<file path="config.mk">
export PLATFORM = sky130hd
export DESIGN_NAME = k_nns_ctrl
export DESIGN_NICKNAME = d
export VERILOG_FILES = /design/src/rtl/k_nns_ctrl.sv
export SDC_FILE = /design/constraint.sdc
export NUM_CORES = 1
export LEC_CHECK = 0
export BUFFER_PORTS_ARGS = -buffer_cell sky130_fd_sc_hd__buf_2
export CAP_MARGIN = 20
export CORE_AREA = 2 2 514 516
export DETAILED_ROUTE_END_ITERATION = 8
export DIE_AREA = 0 0 516 518
export PLACE_DENSITY = 0.33
export SYNTH_ARGS = -nofsm -noshare
export SYNTH_HDL_FRONTEND = slang
export SYNTH_SLANG_ARGS = --single-unit
</file>
<file path="constraint.sdc">
create_clock -name clk -period 2.2 [get_ports clk]
set_input_delay 0.44 -clock clk [delete_from_list [all_inputs] [get_ports clk]]
set_output_delay 0.44 -clock clk [all_outputs]
set_load 0.01 [all_outputs]
</file>
<file path="src/rtl/k_nns_ctrl.sv">
// k_nns_ctrl: sequencer for a streaming k-nearest-neighbour core.
// A search loads the query into the core, streams n_pts points through it, and
// waits LAT cycles for the core pipeline to settle. It then captures the core's
// neighbour list and holds it until the consumer takes it.
//
// Ports:
//   clk, rst                 clock, synchronous active-high reset
//   start, query, n_pts      search request (accepted in IDLE only)
//   pt_valid/pt_ready,       input point stream
//   pt_data
//   core_rst, core_e_init,   core control: reset/query-load strobe, query,
//   core_g_input, core_gv    qualified point pass-through
//   core_o                   core neighbour list (K entries of 2*W bits)
//   result, res_valid/       captured neighbour list and its handshake
//   res_ready
//   busy                     high whenever not IDLE
//   stall_cnt                STREAM cycles without pt_valid (only when
//                            KNNS_CTRL_STATS_EN is defined)
module k_nns_ctrl #(
    parameter int unsigned W   = 32,
    parameter int unsigned K   = 8,
    parameter int unsigned CW  = 16,
    parameter int unsigned LAT = 2
) (
    input  logic                 clk,
    input  logic                 rst,
    input  logic                 start,
    input  logic [2*W-1:0]       query,
    input  logic [CW-1:0]        n_pts,
    input  logic                 pt_valid,
    output logic                 pt_ready,
    input  logic [2*W-1:0]       pt_data,
    output logic                 core_rst,
    output logic [2*W-1:0]       core_e_init,
    output logic [2*W-1:0]       core_g_input,
    output logic                 core_gv,
    input  logic [2*W*K-1:0]     core_o,
    output logic [2*W*K-1:0]     result,
    output logic                 res_valid,
    input  logic                 res_ready,
    output logic                 busy
`ifdef KNNS_CTRL_STATS_EN
    ,
    output logic [31:0]          stall_cnt
`endif
);

    localparam int unsigned PW = 2 * W;
    localparam int unsigned LW = 2 * W * K;
    localparam int unsigned DW = (LAT > 1) ? $clog2(LAT) : 1;

    typedef enum logic [2:0] {
        IDLE   = 3'd0,
        LOAD   = 3'd1,
        STREAM = 3'd2,
        DRAIN  = 3'd3,
        HOLD   = 3'd4
    } state_e;

    state_e          state_q, state_d;
    logic [PW-1:0]   query_q, query_d;
    logic [CW-1:0]   rem_q,   rem_d;
    logic [DW-1:0]   dcnt_q,  dcnt_d;
    logic [LW-1:0]   result_q, result_d;
`ifdef KNNS_CTRL_STATS_EN
    logic [31:0]     stall_q, stall_d;
`endif

    // Next-state and datapath updates
    always_comb begin
        state_d  = state_q;
        query_d  = query_q;
        rem_d    = rem_q;
        dcnt_d   = dcnt_q;
        result_d = result_q;
`ifdef KNNS_CTRL_STATS_EN
        stall_d  = stall_q;
`endif
        case (state_q)
            IDLE: begin
                if (start) begin
                    query_d = query;
                    rem_d   = n_pts;
                    state_d = LOAD;
                end
            end
            LOAD: begin
`ifdef KNNS_CTRL_STATS_EN
                stall_d = 32'd0;
`endif
                // An empty search skips straight to draining the core pipeline
                if (rem_q == CW'(0)) begin
                    state_d = DRAIN;
                    dcnt_d  = DW'(LAT - 1);
                end else begin
                    state_d = STREAM;
                end
            end
            STREAM: begin
                if (pt_valid) begin
                    rem_d = rem_q - CW'(1);
                    if (rem_q == CW'(1)) begin
                        state_d = DRAIN;
                        dcnt_d  = DW'(LAT - 1);
                    end
                end
`ifdef KNNS_CTRL_STATS_EN
                else if (stall_q != 32'hFFFF_FFFF) begin
                    stall_d = stall_q + 32'd1;
                end
`endif
            end
            DRAIN: begin
                // Last drain cycle: the core list now reflects every streamed point
                if (dcnt_q == DW'(0)) begin
                    result_d = core_o;
                    state_d  = HOLD;
                end else begin
                    dcnt_d = dcnt_q - DW'(1);
                end
            end
            HOLD: begin
                if (res_ready) begin
                    state_d = IDLE;
                end
            end
            default: state_d = IDLE;
        endcase
    end

    // State and datapath registers
    always_ff @(posedge clk) begin
        if (rst) begin
            state_q  <= IDLE;
            query_q  <= '0;
            rem_q    <= '0;
            dcnt_q   <= '0;
            result_q <= '0;
`ifdef KNNS_CTRL_STATS_EN
            stall_q  <= '0;
`endif
        end else begin
            state_q  <= state_d;
            query_q  <= query_d;
            rem_q    <= rem_d;
            dcnt_q   <= dcnt_d;
            result_q <= result_d;
`ifdef KNNS_CTRL_STATS_EN
            stall_q  <= stall_d;
`endif
        end
    end

    // Status outputs decoded from the state register
    assign pt_ready  = (state_q == STREAM);
    assign busy      = (state_q != IDLE);
    assign res_valid = (state_q == HOLD);
    assign result    = result_q;

    // Core interface: point pass-through is combinational so a point reaches the core the cycle it is accepted
    assign core_rst     = rst | (state_q == LOAD);
    assign core_e_init  = query_q;
    assign core_gv      = (state_q == STREAM) & pt_valid;
    assign core_g_input = core_gv ? pt_data : PW'(0);

`ifdef KNNS_CTRL_STATS_EN
    assign stall_cnt = stall_q;
`endif

endmodule
</file>
==> impl_metrics.ini <==
[power]
power_switching_share_pct = 35.36
power_switching_mw = 13.22
seq_power_share_pct = 34.1
power-per-cell-area_mw_per_mm2 = 916.3
power_report.internal_total_mw = 24.17
vdd.ir_drop.worst_uv = 501.9
power_frac_comb_pct = 28.2
p_leak_nw = 17.22
clock_power_share_pct = 37.7

[global_route]
antenna_found_initial = 75
maximum_number_of_pins_on_one_net_before_global_route_repair = 121
grt_remaining_overflow = 0
first_global_vias = 26740
gr-usage-all-layers_pct = 13.17
global_route_wire_length_before_repair_mm = 240.0

[sta]
period_share_pct = 113.1
fin_crit_ns = 2.489
timing.final.ws_setup_ns = -0.2890
timing.fmax_mhz = 401.8
setup_violations = 66
rsz0062_at_grt = true
fin_hold_ws_ns = 0.08364
tightest_slew_ns = 0.7146
hold_violations = 0
worst_slew_margin_rel_pct = 52.36
drv_slew = 0
clock-skew-final_ns = 0.02576

[critical_path]
critical_path.top_delay_family = simple AND/OR/NAND/NOR gates
timing.critical_path.cells = or3b_4 > clkinv_8 > buf_12 > and3_4 > buf_6
slowest_delay_ns = 0.43
critical_path_required_ns = 1.76
critical_path_arrival_ns = 2.05
crit_path_max_fanout = 7
worstPathBufferInverterCount = 3
worst_setup_ep_type = output pin
timing_worst_setup_path_type = reg2out
critPathLaunchType = register
cell_with_the_biggest_individual_delay_on_the_critical_path = sky130_fd_sc_hd__or3b_4

[final_layout]
fin_area_sq_mm = 0.04080
final_nets = 5210
layout.core_utilization_pct = 15.60
sequential_standard_cell_area_sq_mm = 0.01194
flow.area_growth_from_synthesis_pct = 90.62
multiInputGateArea_sq_mm = 0.008529
drive_above_1_share_pct = 33.96
fillerInstances = 30250

[route]
drt-pass1-iter-count = 7
drtIter0Drc = 1419
drt-total-wl_mm = 185.0
dr_total_vias = 26620
post-route-drc-count = 1
wl_per_cell_um = 22.70
vias_per_cell = 3.268
drt.antenna.violating_nets = 0

[synthesis]
synth_fa_ha_area_share_pct = 0.1169
synthesis.area_sq_mm = 0.02140
synthesis.instances = 2749
yosys-top-cells-count = sky130_fd_sc_hd__nand2_1 (1167), sky130_fd_sc_hd__dfxtp_1 (596), sky130_fd_sc_hd__a21oi_1 (586)
synth_top_family_by_area = simple AND/OR/NAND/NOR gates
post-synth-top-count-cell = sky130_fd_sc_hd__nand2_1
avgSynthCellArea_sq_um = 7.785
synth_ff_type = sky130_fd_sc_hd__dfxtp_1
post_synth_main_area_contributors = sky130_fd_sc_hd__dfxtp_1 (56%), sky130_fd_sc_hd__nand2_1 (20%), sky130_fd_sc_hd__a21oi_1 (14%)
synth_seq_area_share_pct = 55.75
post_synth_and_or_nand_nor_area_fraction_pct = 24.22
ys_warn_count = 0
synth.mux.area_fraction_pct = 0.04677
yosys.cell_types.count = 47
synthesized_net_count = 3412
post-synth-top-area-cell = sky130_fd_sc_hd__dfxtp_1
synth-async-reset-ratio_pct = 0
flops_latches_synth = 596
synth_top_area_share_pct = 55.75
post_synth_xor_area_fraction_pct = 0
synth_compound_gate_area_share_pct = 15.08
number_of_flops_mapped_to_enable_cells_by_yosys = 0

[place]
placed_instance_area_sq_mm = 0.03236
dp_hpwl_mm = 154.5
gp_congestion = 0.8667
pre_cts_slack_ns = 0.1267
io_buffers = 1305

[clocking]
tritoncts_num_sinks = 596
cts_tree = built
clock_insertion_delay_worst_skew_ns = 0.71
clkTransAtPathRegs_ns = 0.05
cts.path.max_buffers = 3
h-tree-depth = 3
cts.root.buffer_cell = sky130_fd_sc_hd__clkbuf_16
cts_made_buffers = 83

[floorplan]
start_util_pct = 8.182
chip_width_um = 516
design.core.area_sq_mm = 0.2616
pin_count = 1306
rows = 188
die-area_sq_mm = 0.2673
die_height_um = 518

[flow_run]
max_cap_viol_count = 0

[run_status]
run_status = finished, violations left
violations = DRC, setup timing

[min_path]
worst_hold_path_type = in2reg
==> power by group through the flow <==
stage          registers, mW  logic [mW]  clock network (mW)
3_5_place_dp            13.0        9.48                   0
6_report                12.7        10.5                14.1
4_1_cts                 12.7        10.7                14.8
5_1_grt                 12.9        11.6                15.0
3_3_place_gp            12.9        9.47                   0
2_1_floorplan           13.4        3.75                   0
==> registers in the layout, summed over array words and instances, names as in the netlist <==
signal	count
dcnt_q	1
state_q	3
rem_q	16
core_e_init	64
result	512
==> tightest hold or removal path: cells and delay by family <==
family	cells	cell delay, ns
buf+inv	1	0.13
simple gates	1	0.07
compound gates	1	0.07
==> cells in the final DEF (no fill, tap or decap), types with 19 or more instances in the layout <==
cell type and n:
sky130_fd_sc_hd__diode_2 22, sky130_fd_sc_hd__buf_2 1290, sky130_fd_sc_hd__dlygate4sd3_1 525, sky130_fd_sc_hd__a21oi_1 586
sky130_fd_sc_hd__buf_4 70, sky130_fd_sc_hd__clkbuf_1 19, sky130_fd_sc_hd__nand2_1 1166, sky130_fd_sc_hd__clkbuf_16 87
sky130_fd_sc_hd__and3_1 58, sky130_fd_sc_hd__dfxtp_1 593, sky130_fd_sc_hd__buf_12 26
==> cell type report <==
| class | instances | area share, % |
|---|---|---|
| diodes | 22 | 0.1349 |
| flip-flops and latches | 596 | 29.26 |
| clock inverters | 29 | 0.9354 |
| repair buffers | 1932 | 32.00 |
| clock buffers | 120 | 5.901 |
| well taps | 3515 | 10.78 |
| multi-input cells | 1928 | 20.91 |
| inverters | 6 | 0.08587 |
==> repair_timing <==
item	CTS	global route
pin swaps	3	8
setup buffers	2	5
gates cloned	2	3
hold buffers	525	0
gates resized for setup	33	15
endpoints found under the hold margin	525	0
setup endpoints to repair	68	68
==> stage by stage <==
step / instances / power (mW) / setup TNS [ns]
final: 8148 / 37.38 / -16.07
after detailed placement: 7441 / 22.44 / 0
after global routing: 8142 / 39.49 / -25.19
after floorplan: 2749 / 17.15 / 0
after CTS: 8119 / 38.18 / -24.99
after global placement: 7441 / 22.40 / 0
==> metal layers <==
metal / track usage, % / part of all wire (%) / vias to the layer above
li1: - / - / 12580
met1: 15.46 / 41 / 12560
met5: 0 / 0.044 / -
met4: 3.188 / 2.9 / 12
met3: 8.575 / 15 / 248
met2: 19.69 / 41 / 1224
==> worst paths after layout <==
path                                   from          endpoint  slack (ns)  cells past startpoint
worst max-delay path             state_q[0]  core_g_input[31]       -0.29                      5
worst min register to register  result[178]       result[178]        0.45                      2
worst max register to register   state_q[1]       result[269]        0.17                      7
worst min-delay path               n_pts[0]          rem_q[0]        0.08                      3
==> logic make-up after synthesis <==
family	Yosys count
simple gates	1295
compound gates	630
flops	596
buf+inv	225
fa+ha+maj	2
mux	1
No activity file was read; power rests on OpenSTA's default activity.
